File: src/rtl/rnn_seq_pkg.sv
// Shared state encoding, weight-store select codes and default sizes for the RNN timestep sequencer.
package rnn_seq_pkg;

    localparam int IN_DIM_DEF  = 2;
    localparam int HID_DIM_DEF = 4;
    localparam int DW_DEF      = 16;
    localparam int ACC_W_DEF   = 40;
    localparam int FRAC_DEF    = 8;

    localparam logic W_SEL = 1'b0;
    localparam logic U_SEL = 1'b1;

    typedef enum logic [2:0] {
        S_IDLE,
        S_WAIT_X,
        S_ISSUE,
        S_DRAIN,
        S_WRITE,
        S_COMMIT,
        S_DONE
    } state_e;

endpackage

File: src/rtl/rnn_sat_act.sv
// Combinational Q-format rescale: arithmetic shift by FRAC, saturate to DW bits, then
// optional ReLU when RNN_SEQ_RELU_EN is defined. Zero latency, no flow control.
module rnn_sat_act #(
    parameter int ACC_W = 40,
    parameter int DW    = 16,
    parameter int FRAC  = 8
) (
    input  logic signed [ACC_W-1:0] acc_i,
    output logic signed [DW-1:0]    res_o
);
    localparam logic signed [ACC_W-1:0] MAX_V = {{(ACC_W-DW+1){1'b0}}, {(DW-1){1'b1}}};
    localparam logic signed [ACC_W-1:0] MIN_V = {{(ACC_W-DW+1){1'b1}}, {(DW-1){1'b0}}};

    logic signed [ACC_W-1:0] shr;
    logic signed [DW-1:0]    sat;

    always_comb begin
        shr = acc_i >>> FRAC;
        if (shr > MAX_V) begin
            sat = MAX_V[DW-1:0];
        end else if (shr < MIN_V) begin
            sat = MIN_V[DW-1:0];
        end else begin
            sat = shr[DW-1:0];
        end
`ifdef RNN_SEQ_RELU_EN
        res_o = sat[DW-1] ? '0 : sat;
`else
        res_o = sat;
`endif
    end

endmodule

File: src/rtl/rnn_seq_ctrl.sv
// RNN timestep sequencer: one shared MAC walks W then U per hidden column; step = HID*(IN+HID+2)+1 cycles.
// Stalls only in WAIT_X for the input vector; weight reads return fixed one cycle later (RNN_SEQ_RELU_EN in rnn_sat_act).
module rnn_seq_ctrl
    import rnn_seq_pkg::*;
#(
    parameter int IN_DIM  = IN_DIM_DEF,
    parameter int HID_DIM = HID_DIM_DEF,
    parameter int DW      = DW_DEF,
    parameter int ACC_W   = ACC_W_DEF,
    parameter int FRAC    = FRAC_DEF
) (
    input  logic                 clk,
    input  logic                 rst_n,
    input  logic                 start,
    input  logic [7:0]           num_steps,
    output logic                 busy,
    output logic                 done,
    output logic                 x_ready,
    input  logic                 x_valid,
    input  logic [IN_DIM*DW-1:0] x_vec,
    output logic                 w_rd_en,
    output logic                 w_sel,
    output logic [7:0]           w_row,
    output logic [7:0]           w_col,
    input  logic [DW-1:0]        w_data,
    input  logic [7:0]           h_rd_idx,
    output logic [DW-1:0]        h_rd_data
);
    localparam logic [7:0] K_LAST = 8'(IN_DIM + HID_DIM - 1);
    localparam logic [7:0] J_LAST = 8'(HID_DIM - 1);
    localparam logic [7:0] IN_N   = 8'(IN_DIM);

    state_e                     state_q, state_d;
    logic [7:0]                 steps_q, steps_d;
    logic [7:0]                 j_q, j_d;
    logic [7:0]                 k_q, k_d;
    logic [IN_DIM-1:0][DW-1:0]  x_q, x_d;
    logic [HID_DIM-1:0][DW-1:0] h_q, h_d;
    logic [HID_DIM-1:0][DW-1:0] hn_q, hn_d;
    logic signed [ACC_W-1:0]    acc_q, acc_d;
    logic signed [DW-1:0]       op_q, op_d;
    logic                       mac_q, mac_d;
    logic signed [2*DW-1:0]     prod;
    logic [DW-1:0]              act_res;

    assign prod = (2*DW)'(op_q) * (2*DW)'($signed(w_data));

    rnn_sat_act #(.ACC_W(ACC_W), .DW(DW), .FRAC(FRAC)) u_sat_act (
        .acc_i (acc_q),
        .res_o (act_res)
    );

    always_comb begin
        h_rd_data = '0;
        for (int i = 0; i < HID_DIM; i++) begin
            if (h_rd_idx == 8'(i)) h_rd_data = h_q[i];
        end
    end

    always_comb begin
        state_d = state_q;
        steps_d = steps_q;
        j_d     = j_q;
        k_d     = k_q;
        x_d     = x_q;
        h_d     = h_q;
        hn_d    = hn_q;
        op_d    = op_q;
        mac_d   = 1'b0;
        // The product of the previous cycle's issue lands one cycle later, including in DRAIN.
        acc_d   = mac_q ? acc_q + ACC_W'(prod) : acc_q;
        busy    = (state_q != S_IDLE);
        done    = 1'b0;
        x_ready = 1'b0;
        w_rd_en = 1'b0;
        w_sel   = W_SEL;
        w_row   = '0;
        w_col   = '0;
        case (state_q)
            S_IDLE: begin
                if (start) begin
                    if (num_steps != 8'd0) begin
                        h_d     = '0;
                        hn_d    = '0;
                        steps_d = num_steps;
                        state_d = S_WAIT_X;
                    end else begin
                        state_d = S_DONE;
                    end
                end
            end
            S_WAIT_X: begin
                x_ready = 1'b1;
                if (x_valid) begin
                    x_d     = x_vec;
                    j_d     = '0;
                    k_d     = '0;
                    acc_d   = '0;
                    state_d = S_ISSUE;
                end
            end
            S_ISSUE: begin
                w_rd_en = 1'b1;
                mac_d   = 1'b1;
                w_col   = j_q;
                if (k_q < IN_N) begin
                    w_sel = W_SEL;
                    w_row = k_q;
                    for (int i = 0; i < IN_DIM; i++) begin
                        if (k_q == 8'(i)) op_d = x_q[i];
                    end
                end else begin
                    w_sel = U_SEL;
                    w_row = k_q - IN_N;
                    for (int i = 0; i < HID_DIM; i++) begin
                        if (k_q == 8'(i + IN_DIM)) op_d = h_q[i];
                    end
                end
                if (k_q == K_LAST) state_d = S_DRAIN;
                else               k_d     = k_q + 8'd1;
            end
            S_DRAIN: state_d = S_WRITE;
            S_WRITE: begin
                for (int i = 0; i < HID_DIM; i++) begin
                    if (j_q == 8'(i)) hn_d[i] = act_res;
                end
                acc_d = '0;
                if (j_q != J_LAST) begin
                    j_d     = j_q + 8'd1;
                    k_d     = '0;
                    state_d = S_ISSUE;
                end else begin
                    state_d = S_COMMIT;
                end
            end
            S_COMMIT: begin
                h_d     = hn_q;
                steps_d = steps_q - 8'd1;
                state_d = (steps_q == 8'd1) ? S_DONE : S_WAIT_X;
            end
            S_DONE: begin
                done    = 1'b1;
                state_d = S_IDLE;
            end
            default: state_d = S_IDLE;
        endcase
    end

    always_ff @(posedge clk or negedge rst_n) begin
        if (!rst_n) begin
            state_q <= S_IDLE;
            steps_q <= '0;
            j_q     <= '0;
            k_q     <= '0;
            x_q     <= '0;
            h_q     <= '0;
            hn_q    <= '0;
            acc_q   <= '0;
            op_q    <= '0;
            mac_q   <= 1'b0;
        end else begin
            state_q <= state_d;
            steps_q <= steps_d;
            j_q     <= j_d;
            k_q     <= k_d;
            x_q     <= x_d;
            h_q     <= h_d;
            hn_q    <= hn_d;
            acc_q   <= acc_d;
            op_q    <= op_d;
            mac_q   <= mac_d;
        end
    end

endmodule
File: config.mk
export PLATFORM = sky130hd
export DESIGN_NAME = rnn_seq_ctrl
export DESIGN_NICKNAME = d
export VERILOG_FILES = /design/src/rtl/rnn_seq_pkg.sv /design/src/rtl/rnn_sat_act.sv /design/src/rtl/rnn_seq_ctrl.sv
export SDC_FILE = /design/constraint.sdc
export NUM_CORES = 1
export LEC_CHECK = 0
export CORE_MARGIN = 5
export CORE_UTILIZATION = 45
export DETAILED_ROUTE_END_ITERATION = 7
export REMOVE_ABC_BUFFERS = 1
export SLEW_MARGIN = 20
export SYNTH_ARGS = -nofsm -noshare
export SYNTH_HDL_FRONTEND = slang
export SYNTH_SLANG_ARGS = --single-unit
File: constraint.sdc
create_clock -name clk -period 7.1 [get_ports clk]
set_clock_uncertainty 0.15 [all_clocks]
set_input_delay 1.065 -clock clk [delete_from_list [all_inputs] [get_ports clk]]
set_output_delay 1.065 -clock clk [all_outputs]
set_load 0.03 [all_outputs]
; After elaboration in Yosys (flattened, before gate mapping)
; Index checks and enable logic that the tools add are counted.
; W data, S select, Z words.
[classes]
add_sub_neg = 5
multipliers = 1
order_cmp = 3
eq_ne = 30
mux = 48
reduce_logical = 21
[ops]
columns = op, n
row1 = $mux W16, 17
row2 = $pmux W64 S2, 2
row3 = $mux W64, 2
row4 = $mux W40, 2
row5 = $pmux W40 S2, 1
row6 = $mux W8, 9
row7 = $eq A8 B2 Y1 const B, 6
row8 = $add A40 B32 Y40, 1
row9 = $eq A8 B1 Y1 const B, 4
row10 = $gt A32 B16 Y1 const B, 1
row11 = $lt A32 B16 Y1 const B, 1
row12 = $mul A16 B16 Y32, 1
row13 = $pmux W8 S2, 2
row14 = $logic_not A8 Y1, 3
row15 = $pmux W8 S3, 1
row16 = $ne A2 B2 Y1 const B, 10
row17 = $reduce_and A4 Y1, 5
row18 = $mux W3, 6
row19 = $pmux W3 S6, 1
row20 = $add A8 B1 Y8 const B, 2
row21 = $eq A8 B3 Y1 const B, 2
row22 = $reduce_and A3 Y1, 4
row23 = $eq A3 B3 Y1 const B, 3
row24 = $lt A8 B2 Y1 const B, 1
row25 = other kinds (13), 21
[totals]
regBits = 244
inputBits = 68
out_inout_bits = 37
word_cells = 125

; Depth between registers and ports, before layout
; Gate-level depths: netlist (run 1).
[depth]
ltp_word = 6
mapped_depth = 25
mapped_depth_nobuf = 23

; Cells and area by module
; From an unflattened synthesis (run 1), not the netlist that was laid out.
[unflattened]
cells_unflattened = 2534
area_unflattened_um2 = 23905.4
[by_module_without_submodules]
columns = mod, instances, cells_each, area_each_um2, seq_area_each_um2
row1 = rnn_seq_ctrl, 1, 2506, 23674.0, 6105.9
row2 = rnn_sat_act, 1, 28, 231.5, 0.0

; Least setup slack after synthesis (run 1)
; OpenSTA, ideal clock, no wires.
[synth_path]
kind = input port to flip-flop
startpoint = input port w_data[1]
endpoint = register acc_q[39]
setup_time_ps = 122
arrival_time_ps = 6743
t_required_ps = 6828
slack_ps = 86
stages = 20
path_buffers = 1
path_cell_list = clkbuf_1 -> nand2_1 -> inv_1 -> fa_1 -> fa_1 -> inv_1 -> fa_1 -> fa_1 -> inv_1 -> fa_1 -> inv_1 -> fa_1 -> inv_1 -> ha_1 -> and3_1 -> and3_1 -> a2111o_1 -> a21oi_2 -> nand2_1 -> a32o_1
[synth_between]
elab_chain_cells = 5
[synth_rtl]
columns = item, line_no
row1 = from (decl), rnn_seq_ctrl.sv:25  ; input logic [DW-1:0] w_data,
row2 = $mul A16 B16 Y32 *, rnn_seq_ctrl.sv:46  ; assign prod = (2*DW)'(op_q) * (2*DW)'($signed(w_data));
row3 = $add A40 B32 Y40 *, rnn_seq_ctrl.sv:71  ; acc_d = mac_q ? acc_q + ACC_W'(prod) : acc_q;
row4 = $mux W40 *, rnn_seq_ctrl.sv:71
row5 = $mux W40, rnn_seq_ctrl.sv:94  ; if (x_valid) begin
row6 = $pmux W40 S2 *, rnn_seq_ctrl.sv:79  ; case (state_q)
row7 = named net acc_d[39], rnn_seq_ctrl.sv:40  ; logic signed [ACC_W-1:0] acc_q, acc_d;
row8 = to (signal assigned), rnn_seq_ctrl.sv:158  ; acc_q <= '0;
row9 = to (signal assigned), rnn_seq_ctrl.sv:169  ; acc_q <= acc_d;
row10 = to (decl), rnn_seq_ctrl.sv:40
; The timed path passes the listed nets; every way through them passes the cells marked *.
; A chain may end at the register's enable or synchronous reset.

; Worst setup path after layout (run 1)
[layout_path]
startpoint = input port w_data[3]
endpoint = register acc_q[39]
; The elaborated chain is that of the path after synthesis.

==> run metrics, run 1 <==
status=finished, final reports clean; final period utilization=97.7%; Die Y=240 um; synthesized area per cell=9.58 um^2; CP arrival=7.22 ns; Die W=240 um; core area=52,600 um^2; # rows=84; EDFF count, synth=0; H-tree levels=1; drt total wl=62,100 um; FF-to-FF setup slack=0.48 ns; r2r startpoint=op_q[8]$_DFFE_PN0P_; Detailed Routing Iterations Pass 1=5; # DRC=0; clk root buf=clkbuf_16; first-pass GRT wire length=103,000 um; worst slew pin tran=1.16 ns; RePlAce Congestion=0.872; Overall Global Routing Usage=22.1%; routed vias/inst=5.28; Crit Path Max Fanout=8; Congestion Overflow GR=0; Min-Delay Path Class=input port to asynchronous set/reset pin; Top Layer Used=met4; routed length on met1=27,600 um; final non-filler cell total=3,416; initial antenna violation count=0; Crit. End Element=flip-flop; share of cells above drive strength 1=15.5%; fin crit period=6.94 ns; synthesized area=23,900 um^2; Routed Antenna Nets=0; DP Cell Count=3,360; cts bufs inserted=25; largest net degree at the start of global routing=185; DIE AREA=57,800 um^2; DR WL met2=30,600 um; Synth-to-Final Area Change=17.0%; min setup slack post-route=0.164 ns; Initial Util=45.5%; FF+latch count, synth=244; warnings from Yosys=0; number of buffers added on ports=104; final net count=3,237; library cells used by synthesis=67; FFs w/ async S/R, synth=100%; Worst-Skew Late Latency=0.55 ns; count of final hold-check violations=0; Setup WS pre-CTS=-0.579 ns; n_diodes=0; drt initial violations=1,174; vias in the first global route=19,200; CTS Sinks=244; RR Endpoint=acc_q[39]$_DFF_PN0_; Seq/Total Area, Yosys=25.5%; FMAX=144 MHz; cell count after synthesis=2,495; critical path class=input port to flip-flop; DR vias=18,000; Max Cap Viol=0; design area=28,000 um^2; placed cell areas=26,800 um^2; Top FF cell, synth=dfrtp_1; Slew HR=22.5%; reg2reg path depth=21; Avg WL per Cell=18.2 um; Detail Placement HPWL=48,000 um; Ports=105; met3 routed WL=2900 um; Setup-failing EPs final=0; CTS tree=done; CP Launch Type=input port; pins over their slew limit=0; clock-pin slew on the worst setup and hold paths=0.07 ns; Crit path required time=7.38 ns; Clock Tree Buf Depth=3
[what timing repair did]
item / 4_1_cts / 5_1_grt
pin swaps: 0 / 19
buffers inserted: 0 / 12
resized for setup: 1 / 40
hold buffers: 0 / 0
gates cloned: 0 / 0
endpoints found under the setup margin: 1 / 18
[flip-flops by register name (all words and copies together) (netlist names)]
signal / count
acc_q: 40
h_q: 64
hn_q: 64
j_q: 8
k_q: 8
mac_q: 1
op_q: 16
state_q: 3
steps_q: 8
x_q: 32
[cell usage in the layout, fill, tap and decap left out, types with 5 or more instances in the layout]
cell             count
o21ai_1             12
nor2_1             134
mux2i_1             37
nand2b_1            10
clkdlybuf4s50_1     97
ha_4                 5
clkbuf_16           25
or3_1                5
nor4_1               9
buf_4              189
xnor2_1             25
a211oi_1             8
fa_2                 5
dlymetal6s2s_1       5
o21ai_0             93
clkbuf_8             8
dfrtp_1            244
o22ai_1              7
a21oi_1            101
mux2_2              95
nand3_1             28
a21o_1               9
a221oi_1            13
a21oi_2             13
ha_1               122
o221a_2              6
inv_1              428
xor2_1              30
mux4_2              16
nor3_2               6
and3_1              23
fa_1               325
and2_1             124
nand2_1            362
nor3_1               9
nand4_1             13
buf_6                5
[worst max path at each step]
stage | from | to | slack (ns)
finish | w_data[3] | acc_q[39]$_DFF_PN0_ | 0.16
global route | w_data[7] | acc_q[36]$_DFF_PN0_ | -0.005
CTS | w_data[4] | acc_q[39]$_DFF_PN0_ | 0.001
detailed placement | w_data[1] | acc_q[39]$_DFF_PN0_ | -0.58
global placement | w_data[1] | acc_q[39]$_DFF_PN0_ | -0.50
floorplan | w_data[1] | acc_q[39]$_DFF_PN0_ | 0.29
[through the flow]
| step | hold slack (ns) | utilization (%) | TNS (ns) |
|---|---|---|---|
| after floorplan | 0.296 | - | 0 |
| after global placement | 0.303 | 51.0 | -6.44 |
| after detailed placement | 0.312 | 51.0 | -7.47 |
| after CTS | 0.297 | 52.6 | 0 |
| after global routing | 0.308 | 53.2 | -0.00496 |
| final | 0.280 | 53.2 | 0 |
[layer usage]
layer	vias to the layer above	global-route usage, %
met1	9257	31.4
met5	-	0
met3	60	2.62
met2	431	37.5
li1	8272	-
met4	0	3.49
[cells by family (layout without fill, tap and decap cells)]
family	after synthesis	in the layout	share of synthesized area, %
AOI/OAI and AO/OA	298	298	7.53
and+or+nand+nor	750	750	14.4
buffers and inverters	543	776	8.71
adders and majority gates	457	457	34.3
DFF	244	244	25.5
xor gates and xnor gates	55	55	2.02
muxes	148	148	7.53
[synth_stat cells (10+ instances only)]
master      n  area share [%]
inv_1     430             6.8
nand2_1   363             5.7
fa_1      330              28
dfrtp_1   244              26
nor2_1    134             2.1
ha_1      127             6.6
and2_1    126             3.3
a21oi_1   107             2.2
mux2_2     95             4.5
o21ai_0    93             1.9
clkbuf_1   88             1.4
mux2i_1    37             1.5
nand3_1    31            0.65
xor2_1     30             1.1
xnor2_1    25            0.92
and3_1     24            0.63
mux4_2     16             1.5
o21ai_1    15            0.31
a221oi_1   13            0.48
nand4_1    13            0.34
buf_2      11            0.23
nor3_1     11            0.23
nand2b_1   10            0.26
nor4_1     10            0.26
[final cells by class]
class | count | area, um^2
flip-flops and latches | 244 | 6110
multi-input cells | 1708 | 15900
inverters | 430 | 1620
fillers | 4793 | 24600
clock inverters | 9 | 95.1
repair buffers | 303 | 2640
clock buffers | 34 | 739
well taps | 688 | 861
[worst max-delay path, stage by stage]
cell             delay (ns)
clkdlybuf4s50_1        0.42
buf_6                  0.15
buf_4                  0.14
buf_4                  0.15
and2_1                 0.17
fa_1                   0.53
inv_1                  0.05
fa_1                   0.48
inv_1                  0.04
ha_1                   0.21
fa_1                   0.54
inv_1                  0.05
fa_1                   0.47
inv_1                  0.06
fa_1                   0.47
ha_1                   0.33
a21oi_2                0.17
o21ai_1                0.10
a32oi_2                0.36
o22ai_2                0.19
and3_1                 0.18
a2111o_1               0.42
a21oi_2                0.18
nand2_1                0.07
a32o_1                 0.21
Power of run 1 is left out: the tool's default activity adds up to more than one toggle a clock period on the data nets, which glitch-free logic cannot reach.
==> run 2: changes to the inputs <==
--- a/config.mk
+++ b/config.mk
@@ -5,6 +5,7 @@
 export SDC_FILE = /design/constraint.sdc
 export NUM_CORES = 1
 export LEC_CHECK = 0
+export ABC_CLOCK_PERIOD_IN_PS = 7100
 export CORE_MARGIN = 5
 export CORE_UTILIZATION = 45
 export DETAILED_ROUTE_END_ITERATION = 7
==> results of run 2 <==
No change in the layout: final DEF, timing and power equal those of run 1.
Power of run 2 is left out for the same reason.
==> run 3: changes to the inputs <==
--- a/config.mk
+++ b/config.mk
@@ -8,7 +8,9 @@
 export ABC_CLOCK_PERIOD_IN_PS = 7100
 export CORE_MARGIN = 5
 export CORE_UTILIZATION = 45
+export CTS_BUF_LIST = sky130_fd_sc_hd__clkbuf_2 sky130_fd_sc_hd__clkbuf_4 sky130_fd_sc_hd__clkbuf_8
 export DETAILED_ROUTE_END_ITERATION = 7
+export DONT_BUFFER_PORTS = 1
 export REMOVE_ABC_BUFFERS = 1
 export SLEW_MARGIN = 20
 export SYNTH_ARGS = -nofsm -noshare
==> run metrics, run 3 (synthesized netlist as in run 1, its figures left out) <==
status=finished, final reports clean; routed length on met1=25,600 um; r2r startpoint=op_q[6]$_DFFE_PN0P_; Top cell by count, worst path=fa_1; worst slew pin tran=1.10 ns; CTS tree=done; PostCTS Resize Cnt=0; slowest CP cell=dfrtp_1; Clock Tree Buf Depth=3; pins over their slew limit=0; vias in the first global route=18,300; Setup-failing EPs final=0; routed vias/inst=5.33; Top Layer Used=met5; Worst-Skew Late Latency=0.55 ns; DR vias=17,000; initial antenna violation count=3; final period utilization=95.7%; drt initial violations=1,131; first-pass GRT wire length=99,300 um; biggest regs=h_q: 64 flops, hn_q: 64 flops, acc_q: 40 flops; Setup WS pre-CTS=0.0635 ns; Slew HR=26.7%; clock-pin slew on the worst setup and hold paths=0.07 ns; Routed Antenna Nets=0; # DRC=0; Worst path max stage delay=0.78 ns; # hold bufs at CTS=0; final net count=3,003; multi-input logic area=15,700 um^2; Bufs and invs on worst path=5; final non-filler cell total=3,193; min setup slack post-route=0.305 ns; CP Launch Type=flip-flop; Ports=105; DIE AREA=57,800 um^2; placed cell areas=24,700 um^2; Crit Path Max Fanout=14; RePlAce Congestion=0.911; CTS Sinks=244; H-tree levels=2; design area=25,600 um^2; critical path class=flip-flop to flip-flop; Die W=240 um; most frequent cells in the layout=inv_1 (430), nand2_1 (363), fa_1 (330), dfrtp_1 (244), nor2_1 (134); Seq. cell area=6110 um^2; Setup TNS Final=0 ns; fin crit period=6.80 ns; # rows=84; cts bufs inserted=40; Congestion Overflow GR=0; Crit path required time=7.39 ns; Avg WL per Cell=19.0 um; Detailed Routing Iterations Pass 1=5; Overall Global Routing Usage=21.7%; clk root buf=clkbuf_8; setup bufs post-CTS=0; Min-Delay Path Class=input port to asynchronous set/reset pin; drt total wl=60,600 um; filler instances=4,988; Detail Placement HPWL=47,100 um; Die Y=240 um; CP arrival=7.08 ns; core area=52,600 um^2; RSZ-0062 raised after global routing=no; met3 routed WL=3850 um; Top Family by Delay on Critical Path=adder cells; Initial Util=45.5%; commonest non-fill, non-tap cell in the layout=inv_1; DR WL met2=29,800 um; worst path cell trace=nand2_1 > fa_1 > inv_1 > fa_1 > inv_1 > fa_1 > inv_1 > fa_1 > fa_1 > inv_1 > fa_1 > inv_1 > ha_1 > a21oi_2 > o21ai_1 > a311oi_2 > o22ai_1 > and3_1 > a2111o_1 > a21oi_2 > nand2_1 > a32o_1; Synth-to-Final Area Change=6.91%; CP startpoint=op_q[6]$_DFFE_PN0P_; largest net degree at the start of global routing=245; number of buffers added on ports=0; FMAX=147 MHz; Max Cap Viol=0; share of cells above drive strength 1=10.8%; DP Cell Count=3,124; count of final hold-check violations=0; Crit. End Element=flip-flop
## run 3: layer usage
layer | vias to the layer above | global-route usage, %
met2 | 417 | 36.9
met1 | 8714 | 28.6
met3 | 84 | 5.04
li1 | 7810 | -
met5 | - | 0
met4 | 4 | 4.78
## run 3: stage by stage
step | util (%) | hold slack (ns)
finish | 48.6 | 0.0541
global route | 48.6 | 0.0198
CTS | 48.6 | 0.0346
detailed placement | 47.1 | 0.312
global placement | 47.1 | 0.304
floorplan | - | 0.296
## run 3: worst register-to-register path: stages (launching register included)
cell,delay [ns]
dfrtp_1,0.78
nand2_1,0.18
fa_1,0.52
inv_1,0.05
fa_1,0.49
inv_1,0.05
fa_1,0.53
inv_1,0.05
fa_1,0.45
fa_1,0.50
inv_1,0.06
fa_1,0.53
inv_1,0.04
ha_1,0.35
a21oi_2,0.21
o21ai_1,0.12
a311oi_2,0.35
o22ai_1,0.21
and3_1,0.20
a2111o_1,0.42
a21oi_2,0.18
nand2_1,0.07
a32o_1,0.21
## run 3: final timing paths
check | to | slack (ns) | cells past startpoint
max in group asynchronous | acc_q[2]$_DFF_PN0_ | 6.11 | 0
min reg2reg | h_q[26]$_DFFE_PN0P_ | 0.32 | 2
min | steps_q[7]$_DFFE_PN0P_ | 0.05 | 0
min in group clk | h_q[26]$_DFFE_PN0P_ | 0.32 | 2
max | acc_q[39]$_DFF_PN0_ | 0.30 | 22
max reg2reg | acc_q[39]$_DFF_PN0_ | 0.30 | 22
## run 3: area by class of cell
cell class / count / share of cell area [%]
clock buffers: 64 / 3.13
clock inverters: 4 / 0.0783
flip-flops and latches: 244 / 23.9
diodes: 1 / 0.00979
well taps: 688 / 3.37
inverters: 430 / 6.32
repair buffers: 54 / 1.59
multi-input cells: 1708 / 61.6
Power of run 3 is left out for the same reason.
